## config.mk

```make
export PLATFORM = sky130hd
export DESIGN_NAME = chol_inv_sched
export DESIGN_NICKNAME = d
export VERILOG_FILES = /design/src/rtl/chol_inv_sched_pkg.sv /design/src/rtl/chol_inv_sched_timer.sv /design/src/rtl/chol_inv_sched.sv
export SDC_FILE = /design/constraint.sdc
export NUM_CORES = 1
export LEC_CHECK = 0
export CORE_AREA = 3 3 78 80
export CTS_CLUSTER_DIAMETER = 60
export DETAILED_ROUTE_END_ITERATION = 10
export DIE_AREA = 0 0 81 83
export DONT_BUFFER_PORTS = 1
export GPL_TIMING_DRIVEN = 0
export SLEW_MARGIN = 20
export SYNTH_ARGS = -nofsm -noshare
export SYNTH_HDL_FRONTEND = slang
export SYNTH_SLANG_ARGS = --single-unit
```

## constraint.sdc

```tcl
create_clock -name clk -period 5.7 [get_ports clk]
set_clock_uncertainty 0.2 [all_clocks]
set_input_delay 1.14 -clock clk [delete_from_list [all_inputs] [get_ports clk]]
set_output_delay 1.14 -clock clk [all_outputs]
set_load 0.01 [all_outputs]
```

## src/rtl/chol_inv_sched_pkg.sv

```systemverilog
// Shared types and constants for the Cholesky/inverse sequencer.
package chol_inv_sched_pkg;

  localparam int STEP_W = 5;
  localparam int COL_W  = 3;

  typedef enum logic [2:0] {
    ST_IDLE = 3'd0,
    ST_SQRT = 3'd1,
    ST_CDIV = 3'd2,
    ST_CMAC = 3'd3,
    ST_IMAC = 3'd4,
    ST_DONE = 3'd5
  } state_t;

  typedef enum logic [1:0] {
    OWN_NONE = 2'd0,
    OWN_CHOL = 2'd1,
    OWN_INV  = 2'd2
  } owner_t;

  // True for the four timed compute phases.
  function automatic logic is_phase(state_t s);
    return (s == ST_SQRT) || (s == ST_CDIV) || (s == ST_CMAC) || (s == ST_IMAC);
  endfunction

endpackage

```

## src/rtl/chol_inv_sched_timer.sv

```systemverilog
// Phase timer: counts 0..len-1 after each load, flags first and last cycle.
module phase_timer #(
  parameter int CNT_W = 4
) (
  input  logic             clk,
  input  logic             rst_n,
  input  logic             load,
  input  logic [CNT_W-1:0] len,
  input  logic             en,
  output logic             tc,
  output logic             first
);

  logic [CNT_W-1:0] cnt;
  logic [CNT_W-1:0] last;

  // Restart on load, otherwise advance and saturate at the last count.
  always_ff @(posedge clk or negedge rst_n) begin
    if (!rst_n) begin
      cnt   <= '0;
      last  <= '0;
      first <= 1'b0;
    end else if (load) begin
      cnt   <= '0;
      last  <= len - CNT_W'(1);
      first <= 1'b1;
    end else if (en) begin
      first <= 1'b0;
      if (cnt != last) cnt <= cnt + CNT_W'(1);
    end
  end

  assign tc = en && (cnt == last);

endmodule

```

## src/rtl/chol_inv_sched.sv

```systemverilog
// Column-by-column sequencer for the Cholesky-then-inverse pipeline.
// Owns the shared divider/multiplier arbitration and the engine step indices.
module chol_inv_sched
  import chol_inv_sched_pkg::*;
#(
  parameter int N        = 6,
  parameter int SQRT_LAT = 5,
  parameter int DIV_LAT  = 5,
  parameter int MAC_LAT  = 6
) (
  input  logic              clk,
  input  logic              rst_n,
  input  logic              start,
  input  logic              abort,
  output logic              busy,
  output logic              done,
  output logic [COL_W-1:0]  col,
  output logic [STEP_W-1:0] chol_step,
  output logic [STEP_W-1:0] inv_step,
  output logic [1:0]        div_sel,
  output logic              div_issue,
  output logic [1:0]        mult_sel,
  output logic              mult_issue
);

  localparam int MAX_LAT0 = (SQRT_LAT > DIV_LAT) ? SQRT_LAT : DIV_LAT;
  localparam int MAX_LAT  = (MAX_LAT0 > MAC_LAT) ? MAX_LAT0 : MAC_LAT;
  localparam int CNT_W    = $clog2(MAX_LAT) + 1;
  localparam logic [COL_W-1:0] LAST_COL = COL_W'(N - 1);

  state_t             state, state_nxt;
  logic [COL_W-1:0]   col_nxt;
  logic [STEP_W-1:0]  chol_nxt, inv_nxt, col_x3, col_x2;
  owner_t             div_own, mult_own, div_nxt, mult_nxt;
  logic               load, en, tc, first;
  logic [CNT_W-1:0]   phase_len;

  function automatic logic [CNT_W-1:0] lat_of(state_t s);
    case (s)
      ST_SQRT:          return CNT_W'(SQRT_LAT);
      ST_CDIV:          return CNT_W'(DIV_LAT);
      ST_CMAC, ST_IMAC: return CNT_W'(MAC_LAT);
      default:          return CNT_W'(1);
    endcase
  endfunction

  // Next state and column; abort overrides every other transition.
  always_comb begin
    state_nxt = state;
    col_nxt   = col;
    case (state)
      ST_IDLE: if (start) begin
        state_nxt = ST_SQRT;
        col_nxt   = '0;
      end
      ST_SQRT: if (tc) state_nxt = ST_CDIV;
      ST_CDIV: if (tc) state_nxt = ST_CMAC;
      ST_CMAC: if (tc) state_nxt = ST_IMAC;
      ST_IMAC: if (tc) begin
        if (col < LAST_COL) begin
          state_nxt = ST_SQRT;
          col_nxt   = col + COL_W'(1);
        end else begin
          state_nxt = ST_DONE;
        end
      end
      ST_DONE: state_nxt = ST_IDLE;
      default: state_nxt = ST_IDLE;
    endcase
    if (abort && (state != ST_IDLE)) state_nxt = ST_IDLE;
    if (state_nxt == ST_IDLE) col_nxt = '0;
  end

  // The timer is reloaded on every entry into a compute phase.
  assign load      = (state_nxt != state) && is_phase(state_nxt);
  assign phase_len = lat_of(state_nxt);
  assign en        = is_phase(state);

  phase_timer #(.CNT_W(CNT_W)) u_timer (
    .clk   (clk),
    .rst_n (rst_n),
    .load  (load),
    .len   (phase_len),
    .en    (en),
    .tc    (tc),
    .first (first)
  );

  // Step indices and resource owners for the state being entered.
  always_comb begin
    col_x3   = STEP_W'(col_nxt) * STEP_W'(3);
    col_x2   = STEP_W'(col_nxt) * STEP_W'(2);
    chol_nxt = chol_step;
    inv_nxt  = inv_step;
    div_nxt  = OWN_NONE;
    mult_nxt = OWN_NONE;
    case (state_nxt)
      ST_IDLE: begin
        chol_nxt = '0;
        inv_nxt  = '0;
      end
      ST_SQRT: chol_nxt = col_x3 + STEP_W'(1);
      ST_CDIV: begin
        chol_nxt = col_x3 + STEP_W'(2);
        div_nxt  = OWN_CHOL;
      end
      ST_CMAC: begin
        chol_nxt = col_x3 + STEP_W'(3);
        inv_nxt  = col_x2 + STEP_W'(1);
        div_nxt  = OWN_INV;
        mult_nxt = OWN_CHOL;
      end
      ST_IMAC: begin
        inv_nxt  = col_x2 + STEP_W'(2);
        mult_nxt = OWN_INV;
      end
      default: ;
    endcase
  end

  // Registered state and outputs, aligned with the state they describe.
  always_ff @(posedge clk or negedge rst_n) begin
    if (!rst_n) begin
      state     <= ST_IDLE;
      col       <= '0;
      chol_step <= '0;
      inv_step  <= '0;
      div_own   <= OWN_NONE;
      mult_own  <= OWN_NONE;
      busy      <= 1'b0;
      done      <= 1'b0;
    end else begin
      state     <= state_nxt;
      col       <= col_nxt;
      chol_step <= chol_nxt;
      inv_step  <= inv_nxt;
      div_own   <= div_nxt;
      mult_own  <= mult_nxt;
      busy      <= (state_nxt != ST_IDLE);
      done      <= (state_nxt == ST_DONE);
    end
  end

  assign div_sel  = div_own;
  assign mult_sel = mult_own;

  // Load strobes fire on the timer's registered first-cycle flag, so a
  // one-cycle phase still yields a single-cycle strobe.
  assign div_issue  = first && ((state == ST_CDIV) || (state == ST_CMAC));
  assign mult_issue = first && ((state == ST_CMAC) || (state == ST_IMAC));

endmodule

```

==> results.json <==
{
  "layout_commonest_cell": "dfrtp_1",
  "dpl_cell_area_um2": 1960,
  "crit_path_frequent_cell": "xnor2_1",
  "critPathBufInv": 2,
  "cts.sinks": 31,
  "vias_per_cell": 5.04,
  "syn_inst": 190,
  "fin_crit_ns": 3.75,
  "drive_gt1_share_pct": 14.6,
  "hp-class": "flop to flop",
  "antenna_cells": 0,
  "max_stage_delay_ns": 0.48,
  "async_reset_ff_share_pct": 100,
  "gp_congestion": 0.801,
  "n_fill_cell": 557,
  "whs_ns": 0.292,
  "ff2ff_path_depth": 13,
  "synth_edf_count": 0,
  "critPathMaxFanout": 9,
  "dr.first_iter.drc_count": 75,
  "syn_nets": 203,
  "yosysTopAreaCellShare_pct": 41.4,
  "synth_top_area_cell": "dfrtp_1",
  "hold_viol_final": 0,
  "dpl.hpwl_mm": 2.97,
  "dp_slack_ns": 1.79,
  "ys.warnings.count": 0,
  "fin_nets": 210,
  "synthToLayoutAreaGrowth_pct": 11.1,
  "num_vias": 1360,
  "grtUsageTotal_pct": 13.2,
  "fp-row-count": 27,
  "synthesis.area_um2": 1870,
  "cp.arrival_ns": 3.71,
  "tightest_slew_ns": 0.577,
  "clock_latency_ns": 0.29,
  "tns_ns": 0,
  "dieHeight_um": 83,
  "port_buffers": 0,
  "tritoncts": "done",
  "slew_headroom_pct": 61.2,
  "setup_viol": 0,
  "end_kind": "flop",
  "grt_setup_unrepaired": "no",
  "core_area_um2": 5470,
  "grt_pass1_wl_mm": 6.97,
  "ctsHoldBuffers": 0,
  "worstSetupPathType": "flop to flop",
  "routed_wirelength_mm": 3.93,
  "r2r_start": "u_timer.cnt[1]",
  "status": "complete, no violations",
  "ys_seq_area_share_pct": 41.4,
  "timing.final.ws_setup_ns": 1.95,
  "synthDistinctLibCells": 52,
  "drv_cap": 0,
  "layout_common_cells": "31 x dfrtp_1, 18 x nor2_1, 15 x nand2_1, 11 x xnor2_1, 11 x inv_1",
  "firstDrtPassIters": 4,
  "p_per_area_nw_per_um2": 323,
  "clock.fmax_mhz": 267,
  "fp.dieW_um": 81,
  "reg2reg_setup_slack_ns": 1.95,
  "vdd_drop_max_uv": 131,
  "cts_root_buf": "clkbuf_8",
  "avgSynthCellArea_um2": 9.85,
  "gr-total-overflow": 0,
  "grt_max_degree": 32,
  "stdcell_area_um2": 2080,
  "crit_family": "simple AND/OR/NAND/NOR gates",
  "clock_path_buffers": 2,
  "drcViolationCount": 0,
  "numCtsBuffers": 5,
  "grt_pass1_vias": 1385,
  "ant_nets": 0,
  "required_ns": 5.66,
  "hold_path_depth": 1,
  "grt_antenna_before_repair": 0,
  "startpoint_type": "flop",
  "hold_path_startpoint": "u_timer.last[2]",
  "r2r_end": "chol_step[4]",
  "crit_chain": "xnor2_1 -> and4_4 -> buf_6 -> nand3_1 -> xor2_1 -> nand2b_1 -> inv_1 -> ha_1 -> fa_1 -> nor4b_1 -> o21ai_0 -> xnor2_1 -> o221ai_1",
  "ioPinCount": 25,
  "slew_viol_final": 0,
  "synth_area_leaders": "dfrtp_1 41%, xnor2_1 5.1%, ha_1 4.7%, nor2_1 3.6%, nand2_1 3.0%",
  "p_leak_uw": 0.000941,
  "yosys_register_bits": 31,
  "ys_dominant_reg_cell": "dfrtp_1",
  "post_cts_buffers": 0,
  "path_clk_slew_ns": 0.07,
  "cts-resized-gates": 0,
  "post_drt_wl_per_cell_um": 14.5,
  "initial_core_util_pct": 34.2,
  "finalCritPeriodShare_pct": 65.8,
  "die_area_um2": 6720,
  "min_to": "u_timer.last[2]",
  "utilization_pct": 38.0,
  "crit_slowest_cell": "nor4b_1",
  "htreeDepth": 2
}
sequential cells by signal (all words and copies together) (netlist names):
name	cells
chol_step	5
inv_step	5
u_timer.cnt	4
u_timer.last	4
col	3
state	3
div_sel	2
mult_sel	2
busy	1
done	1
u_timer.first	1
through the flow:
step | power, uW | instances
floorplan | 416 | 190
global placement | 450 | 262
detailed placement | 452 | 262
CTS | 679 | 270
global route | 716 | 270
finish | 672 | 270
per-layer routing:
metal / part of all wire [%] / global-route usage, % / vias up
li1: - / - / 685
met1: 46 / 17.2 / 644
met2: 47 / 20.2 / 22
met3: 4.9 / 3.36 / 9
met4: 1.9 / 5.68 / 0
met5: 0 / 0 / -
how the worst max path moves through the flow:
stage | start | to | slack (ns) | cells past startpoint
after floorplan | abort | chol_step[2] | 2.07 | 9
after global placement | abort | chol_step[3] | 1.75 | 12
after detailed placement | abort | chol_step[4] | 1.79 | 11
after CTS | u_timer.cnt[1] | chol_step[4] | 1.94 | 13
after global routing | state[1] | chol_step[4] | 1.46 | 12
final | u_timer.cnt[1] | chol_step[4] | 1.95 | 13
where the power goes:
group | internal (uW) | leakage [uW] | total, uW | switching, uW
clock | 141 | 0.0000612 | 226 | 84.2
sequential | 244 | 0.000416 | 269 | 24.8
combinational | 73.4 | 0.000464 | 177 | 104
cell usage after synthesis (all sizes together), types with 2 or more instances:
library cell,count
dfrtp,31
nor2,18
nand2,15
inv,12
xnor2,11
a21oi,8
ha,7
o21ai,7
buf,6
or2,6
nor2b,5
nor3,5
xor2,5
nand3,4
a22oi,3
and2,3
and3,3
mux2i,3
nand4,3
o221ai,3
o31ai,3
a21o,2
a221o,2
clkbuf,2
fa,2
nand2b,2
o211ai,2
o22ai,2
logic make-up (layout without fill, tap and decap cells):
kind of cell / after synthesis / in the layout / synth area share, %
multiplexers: 4 / 4 / 2.41
buffers and inverters: 20 / 28 / 5.35
AO/OA/AOI/OAI: 39 / 39 / 16.4
adder cells (fa/ha/maj): 9 / 9 / 6.82
AND/OR/NAND/NOR: 71 / 71 / 20.1
flip-flops: 31 / 31 / 41.4
XOR/XNOR: 16 / 16 / 7.49
worst register-to-register path, stage by stage (launching register included):
cell	delay [ns]
dfrtp_1	0.42
xnor2_1	0.21
and4_4	0.25
buf_6	0.14
nand3_1	0.16
xor2_1	0.33
nand2b_1	0.20
inv_1	0.07
ha_1	0.25
fa_1	0.42
nor4b_1	0.48
o21ai_0	0.21
xnor2_1	0.16
o221ai_1	0.13
final cells by class:
| class | instances | area [um^2] | area share [%] |
|---|---|---|---|
| Buffer | 8 | 55.1 | 2.65 |
| Clock buffer | 6 | 82.6 | 3.97 |
| Inverter | 12 | 45.0 | 2.17 |
| Clock inverter | 2 | 35.0 | 1.68 |
| Tap cell | 72 | 90.1 | 4.33 |
| Sequential cell | 31 | 776 | 37.3 |
| Multi-Input combinational cell | 139 | 996 | 47.9 |
(Power assumes the default switching activity.)
